$ cat src/rtl/stream_deser4_pkg.sv
// Shared definitions for the matrix-mult streamers: lane count, counter width
// and the FILL/HOLD state encoding used by both the 4:1 and 1:4 streamers.
package stream_deser4_pkg;

  localparam int unsigned LANES = 4;
  localparam int unsigned CNT_W = 2;

  typedef enum logic {
    ST_FILL = 1'b0,
    ST_HOLD = 1'b1
  } state_e;

endpackage

$ cat src/rtl/stream_deser4.sv
// 1:4 deserialiser: collects MAC result words into 4-lane groups for RAM
// write-back, with flush of partial groups and one-group backpressure hold.
module stream_deser4
  import stream_deser4_pkg::*;
#(
  parameter int unsigned WIDTH = 16
) (
  input  logic             clk,
  input  logic             rst_n,
  input  logic [WIDTH-1:0] in_data,
  input  logic             in_valid,
  output logic             in_ready,
  input  logic             flush,
  output logic [WIDTH-1:0] out_0,
  output logic [WIDTH-1:0] out_1,
  output logic [WIDTH-1:0] out_2,
  output logic [WIDTH-1:0] out_3,
  output logic [2:0]       out_count,
  output logic             out_valid,
  input  logic             out_ready
);

  state_e             state_q, state_d;
  logic [CNT_W-1:0]   cnt_q, cnt_d;
  logic [WIDTH-1:0]   lane_q [LANES];
  logic [WIDTH-1:0]   lane_d [LANES];
  logic [2:0]         hcnt_q, hcnt_d;
  logic [WIDTH-1:0]   out_q [LANES];
  logic [WIDTH-1:0]   out_d [LANES];
  logic [2:0]         out_cnt_q, out_cnt_d;
  logic               out_valid_q, out_valid_d;

  logic               accept;
  logic               slot_free;
  logic               close;
  logic [2:0]         n;
  logic [WIDTH-1:0]   grp [LANES];

  assign accept    = in_valid && in_ready;
  assign slot_free = !out_valid_q || out_ready;

  always_ff @(posedge clk) begin
    if (!rst_n) begin
      state_q     <= ST_FILL;
      cnt_q       <= '0;
      lane_q      <= '{default: '0};
      hcnt_q      <= '0;
      out_q       <= '{default: '0};
      out_cnt_q   <= '0;
      out_valid_q <= 1'b0;
    end else begin
      state_q     <= state_d;
      cnt_q       <= cnt_d;
      lane_q      <= lane_d;
      hcnt_q      <= hcnt_d;
      out_q       <= out_d;
      out_cnt_q   <= out_cnt_d;
      out_valid_q <= out_valid_d;
    end
  end

  always_comb begin
    state_d     = state_q;
    cnt_d       = cnt_q;
    lane_d      = lane_q;
    hcnt_d      = hcnt_q;
    out_d       = out_q;
    out_cnt_d   = out_cnt_q;
    out_valid_d = out_valid_q && !out_ready;
    grp         = lane_q;
    n           = '0;
    close       = 1'b0;
    unique case (state_q)
      ST_FILL: begin
        if (accept) grp[cnt_q] = in_data;
        n     = {1'b0, cnt_q} + {2'b00, accept};
        // A 4th accept closes the group regardless of flush; n=0 flush is dropped.
        close = (accept && cnt_q == CNT_W'(LANES - 1)) || (flush && n != 3'd0);
        if (close) begin
          for (int unsigned i = 0; i < LANES; i++) begin
            if (i >= 32'(n)) grp[i] = '0;
          end
          cnt_d = '0;
          if (slot_free) begin
            out_d       = grp;
            out_cnt_d   = n;
            out_valid_d = 1'b1;
          end else begin
            lane_d  = grp;
            hcnt_d  = n;
            state_d = ST_HOLD;
          end
        end else if (accept) begin
          lane_d[cnt_q] = in_data;
          cnt_d         = cnt_q + CNT_W'(1);
        end
      end
      ST_HOLD: begin
        if (out_ready) begin
          out_d       = lane_q;
          out_cnt_d   = hcnt_q;
          out_valid_d = 1'b1;
          cnt_d       = '0;
          state_d     = ST_FILL;
        end
      end
      default: state_d = ST_FILL;
    endcase
  end

  always_comb begin
    in_ready = (state_q == ST_FILL);
  end

  assign out_0     = out_q[0];
  assign out_1     = out_q[1];
  assign out_2     = out_q[2];
  assign out_3     = out_q[3];
  assign out_count = out_cnt_q;
  assign out_valid = out_valid_q;

endmodule

$ cat config.mk
export PLATFORM = sky130hd
export DESIGN_NAME = stream_deser4
export DESIGN_NICKNAME = d
export VERILOG_FILES = /design/src/rtl/stream_deser4_pkg.sv /design/src/rtl/stream_deser4.sv
export SDC_FILE = /design/constraint.sdc
export NUM_CORES = 1
export LEC_CHECK = 0
export CORE_MARGIN = 2
export CORE_UTILIZATION = 47
export DETAILED_ROUTE_END_ITERATION = 10
export PLACE_DENSITY = 0.74
export REMOVE_ABC_BUFFERS = 1
export SLEW_MARGIN = 20
export SYNTH_ARGS = -nofsm -noshare
export SYNTH_HDL_FRONTEND = slang
export SYNTH_SLANG_ARGS = --single-unit
$ cat constraint.sdc
create_clock -name clk -period 2.57 [get_ports clk]
set_clock_uncertainty 0.15 [all_clocks]
set_input_delay 0.257 -clock clk [delete_from_list [all_inputs] [get_ports clk]]
set_output_delay 0.257 -clock clk [all_outputs]
set_load 0.05 [all_outputs]
# After elaboration in Yosys (flattened, before gate mapping)

Index checks and enable logic that the tools add are counted.

Bitwise operators: 3
Add/sub/neg operators: 2
Muxes and demuxes: 30
$lt $le $gt $ge: 6
Equal/unequal tests: 6
Reductions and logical operators: 14

Operators with widths:

| cell                 | number |
|---|---|
| $mux W64             | 6 |
| $pmux W64 S2         | 1 |
| $mux W16             | 5 |
| $bwmux W64           | 1 |
| $demux W16 S2        | 1 |
| $mux W3              | 3 |
| $ge A1 B3 Y1 const A | 2 |
| $ge A2 B3 Y1 const A | 2 |
| $mux W1              | 6 |
| $mux W2              | 3 |
| $pmux W3 S2          | 1 |
| $reduce_and A3 Y1    | 2 |
| $logic_and A1 B1 Y1  | 5 |
| $ne A2 B1 Y1 const B | 2 |
| $ne A2 B2 Y1 const B | 2 |
| $pmux W1 S2          | 2 |
| $pmux W2 S2          | 1 |
| $reduce_and A2 Y1    | 2 |
| $add A2 B1 Y3        | 1 |
| $ge A3 B3 Y1 const B | 1 |
| $lt A3 B1 Y1 const B | 1 |
| $ne A3 B1 Y1 const B | 1 |
| $not A2 Y3           | 1 |
| $reduce_bool A3 Y1   | 1 |
| 5 further kinds      | 8 |

Input port bits: 21
Output and inout bits: 69
Word-level logic and storage cells: 74
Flip-flop bits (word level): 138

# Depth between registers and ports, before layout

Depth after elaboration: 11
Depth in mapped cells: 13
Depth with buffers taken out: 9

# Least setup slack after synthesis

No wires, ideal clock.

Path type: register to register
From: reg cnt_q[0]
To: reg lane_q[5] in the netlist's numbering
Cell stages (with the launch flop): 10
Data required time: 2303 ps
Clock period less this slack: 2758 ps
Path slack: -188 ps
Buffers on the path: 2
Arrival: 2490 ps
Path through: dfxtp_1 > buf_2 > nand2_1 > ha_1 > or2_4 > a211o_4 > o21a_4 > a21o_1 > clkbuf_1 > a32o_1

Longest elaborated chain between the ends: 10

RTL lines:

| what                                                                      | line                                     | RTL |
|---|---|---|
| from (decl)                                                               | stream_deser4.sv:24                      | `logic [CNT_W-1:0] cnt_q, cnt_d;` |
| from (signal assigned)                                                    | stream_deser4.sv:53                      | `cnt_q <= cnt_d;` |
| $not A2 Y3 (not written as such)                                          | stream_deser4.sv:75, stream_deser4.sv:94 |  |
| $ge A3 B3 Y1 (not written as such) / $lt A3 B1 Y1 (equally long branches) | stream_deser4.sv:75, stream_deser4.sv:94 |  |
| $logic_and A1 B1 Y1 (not written as such)                                 | stream_deser4.sv:75, stream_deser4.sv:94 |  |
| $mux W16 (not written as such)                                            | stream_deser4.sv:75, stream_deser4.sv:94 |  |
| $demux W16 S2                                                             | stream_deser4.sv:75, stream_deser4.sv:94 |  |
| $bwmux W64                                                                | stream_deser4.sv:75, stream_deser4.sv:94 |  |
| $mux W64                                                                  | stream_deser4.sv:93                      | `end else if (accept) begin` |
| $mux W16                                                                  | stream_deser4.sv:81                      | `if (i >= 32'(n)) grp[i] = '0;` |
| $mux W64                                                                  | stream_deser4.sv:84                      | `if (slot_free) begin` |
| $mux W64                                                                  | stream_deser4.sv:79                      | `if (close) begin` |
| to (signal assigned)                                                      | stream_deser4.sv:54                      | `lane_q <= lane_d;` |
| to (decl)                                                                 | stream_deser4.sv:25                      | `logic [WIDTH-1:0] lane_q [LANES];` |

Several ways; a longest one is shown, not always the timed one. The select of a mux whose other input is x is not followed.
A chain may end at the register's enable or synchronous reset.

# Worst setup path in the final report

From: reg state_q
To: reg lane_q[61] in the netlist's numbering

Longest elaborated chain between the ends: 8

RTL lines:

| what                                                                  | line                | RTL |
|---|---|---|
| from (decl)                                                           | stream_deser4.sv:23 | `state_e state_q, state_d;` |
| from (signal assigned)                                                | stream_deser4.sv:52 | `state_q <= state_d;` |
| $not A1 Y1 (no line) *                                                | n/a                 |  |
| parallel branches: the longest is 7 deep, another holds $add A2 B1 Y3 | n/a                 |  |

Mark *: on every way between the ends. The select of a mux whose other input is x is not followed.

==> flow_summary.toml <==
[critical_path]
regToRegSetupSlack_ns = 0.03
r2r-end = "lane_q[61]"
reg2regPathDepth = 11
startpoint = "state_q"
crit_fanout = 8
r2r-start = "state_q"
crit_type = "reg2reg"
cp.required_ns = 2.78
cp-start-kind = "flop"
arrival_ns = 2.75
crit_path_end_kind = "flop"

[global_route]
first_global_vias = 4931
grt_start_max_net_pins = 46
grt_pass1_wl_mm = 26.0
grt_overflow = 0
grt_usage_pct = 25.3
antenna_found_initial = 0

[final_layout]
final_area_um2 = 7680
antenna_cells = 0
instances_no_fill = 841
drive_above_1_share_pct = 14.7
layout.nets = 710
fillerInstances = 1001
area_growth_pct = 33.8

[run_status]
status = "finished clean"

[yosys]
synth_edf_count = 0
syn-instance-count = 592
yosysMostFrequentCell = "dfxtp_1"
yosysTopAreaCell = "dfxtp_1"
synth_top_area_share_pct = 48.2
netlist_area_um2 = 5740
synth-compound-area-share_pct = 30.9
synth_ff_type = "dfxtp_1"
seq_area_frac_synth_pct = 48.2
synth_top_family_by_area = "compound AO/OA/AOI/OAI gates"
synth_cell_type_count = 49
syn_area_per_cell_um2 = 9.69
synth_xor_area_share_pct = 0.305
synth_mux_area_share_pct = 0.872
yosys.area_share.simple_pct = 12.5
synth_fa_ha_area_share_pct = 1.53
synth_warnings = 0
synth_common_cells = "138 x dfxtp_1, 78 x nor2_1, 64 x a221oi_1, 64 x a22o_1, 38 x o21ai_0"
synthArstFlopShare_pct = 0
synth_area_leaders = "dfxtp_1 48%, a221oi_1 9.8%, a22o_1 9.8%"
ys_seq_elements = 138

[place]
place_area_um2 = 6930
dp_hpwl_mm = 10.8
port_buffers = 89
dp.cells = 805
gp_congestion = 0.896

[clocking]
cts_root_buffer = "clkbuf_16"
cts_sinks = 138
hold_buffers = 0
cts_made_buffers = 17
cts_max_level = 4
cts_buffer_depth = 2
clock_latency_ns = 0.41
cts_tree = "yes"
clkTransAtPathRegs_ns = 0.06

[floorplanning]
row_count = 40
core_area_um2 = 12000
die_h_um = 114
start_util_pct = 48.0
die_width_um = 114
dieArea_um2 = 13100
io_pins = 90

[routing]
detail_route.vias_per_cell = 6.11
drt-total-wl_mm = 16.5
ant_nets = 0
dr.pass1.iters = 7
vias = 5139
dr_wl_met3_mm = 1.04
drt_iter0_drc = 356
wl_met1_mm = 7.32
dr_wl_met2_mm = 7.79
routed.top_layer = "met4"
wl_per_cell_um = 19.6
drc = 0

[timing]
hold_violations = 0
fin_crit_ns = 2.54
finalCritPeriodShare_pct = 98.7
grt_setup_unrepaired = "true"
max_slew_margin_pct = 56.0
setup_viol = 0
tightest_slew_ns = 0.654
clock.fmax_ghz = 0.394
drv_slew = 0

[min_path]
hold_path_class = "reg2reg"
whs_endpoint = "lane_q[33]"
min-delay-start = "lane_q[33]"
min_path_cells = 1

[power_and_ir_drop]
p_leak_uw = 0.00294
power_uw = 6890
power_density_nw_per_um2 = 898
vdd_drop_max_v = 0.000546

[job]
max_cap_viol_count = 0
-- registers in the layout, summed over array words and instances, names as in the netlist --
signal,cells
lane_q,64
out_0,16
out_1,16
out_2,16
out_3,16
hcnt_q,3
out_count,3
cnt_q,2
out_valid,1
state_q,1
-- worst max-delay path by stage --
stage                             to  cells past startpoint  slack [ns]
after detailed placement  lane_q[26]                      9       -0.54
after global routing      lane_q[59]                     11       -0.05
after CTS                 lane_q[63]                     11        0.02
final                     lane_q[61]                     11        0.03
after floorplan             out_1[0]                      9       -1.30
after global placement    lane_q[13]                      9       -0.48
-- cells by family after synthesis --
family          after synthesis
compound gates              216
simple gates                151
flops                       138
buf+inv                      73
fa+ha+maj                     7
mux                           5
xor+xnor                      2
-- metrics by stage --
step           setup WS, ns  utilization (%)  TNS, ns  hold WS (ns)
3_3_place_gp         -0.483             57.9   -47.96         0.306
6_report             0.0329             64.2        0         0.325
3_5_place_dp         -0.541             57.9   -51.64         0.306
2_1_floorplan         -1.30                -  -141.18         0.224
4_1_cts              0.0172             63.4        0         0.327
5_1_grt             -0.0477             64.2   -0.411         0.333
-- metal layers --
layer / vias to the layer above / GRT usage (%)
li1: 2430 / -
met1: 2467 / 34.7
met2: 216 / 39.6
met3: 26 / 4.45
met4: 0 / 10.1
met5: - / 0
-- where the power goes --
group / total [uW] / switching [uW] / leakage, uW / internal (uW)
sequential: 2440 / 102 / 0.00113 / 2340
clock: 2590 / 914 / 0.000308 / 1680
combinational: 1860 / 1190 / 0.00150 / 674
-- timing repair --
item / 4_1_cts / 5_1_grt
endpoints found under the setup margin: 33 / 123
endpoints found under the hold margin: 0 / 0
resized for setup: 4 / 10
pin swaps: 0 / 17
buffers inserted: 0 / 4
gates cloned: 0 / 1
-- critical path, stage by stage, from the launching register on --
cell,delay [ns]
dfxtp_4,0.35
nor2b_4,0.11
nand2_2,0.08
ha_4,0.27
or2_4,0.27
buf_6,0.13
a31oi_4,0.15
o211ai_1,0.13
buf_4,0.17
nor3b_4,0.32
clkbuf_16,0.22
a22o_1,0.14
-- final cells by class --
| class | count | area [um^2] | share of cell area, % |
|---|---|---|---|
| inverters | 5 | 18.8 | 0.244 |
| clock inverters | 10 | 165 | 2.15 |
| repair buffers | 139 | 1380 | 18.0 |
| multi-input cells | 381 | 2700 | 35.2 |
| well taps | 147 | 184 | 2.40 |
| clock buffers | 21 | 460 | 6.00 |
| flip-flops and latches | 138 | 2770 | 36.0 |
-- layout by cell type, fill, tap and decap left out, types with 3 or more instances in the layout --
cell,netlist,routed
a221oi_1,64,64
o21ai_0,38,38
and2_1,5,4
o21a_1,3,3
nor3_1,32,32
mux2i_1,5,5
o211ai_1,3,3
buf_12,0,7
bufinv_16,0,4
nand2_1,16,14
a21o_1,4,3
ha_1,7,5
nor2b_1,6,5
a32o_1,16,16
a21oi_1,4,4
a211oi_2,3,3
clkbuf_16,0,18
nor2_1,78,78
a211oi_1,3,3
clkdlybuf4s50_1,0,87
inv_1,3,3
a22o_1,64,64
nand3_1,3,3
buf_4,4,41
dfxtp_1,138,137
(Power assumes the default switching activity.)
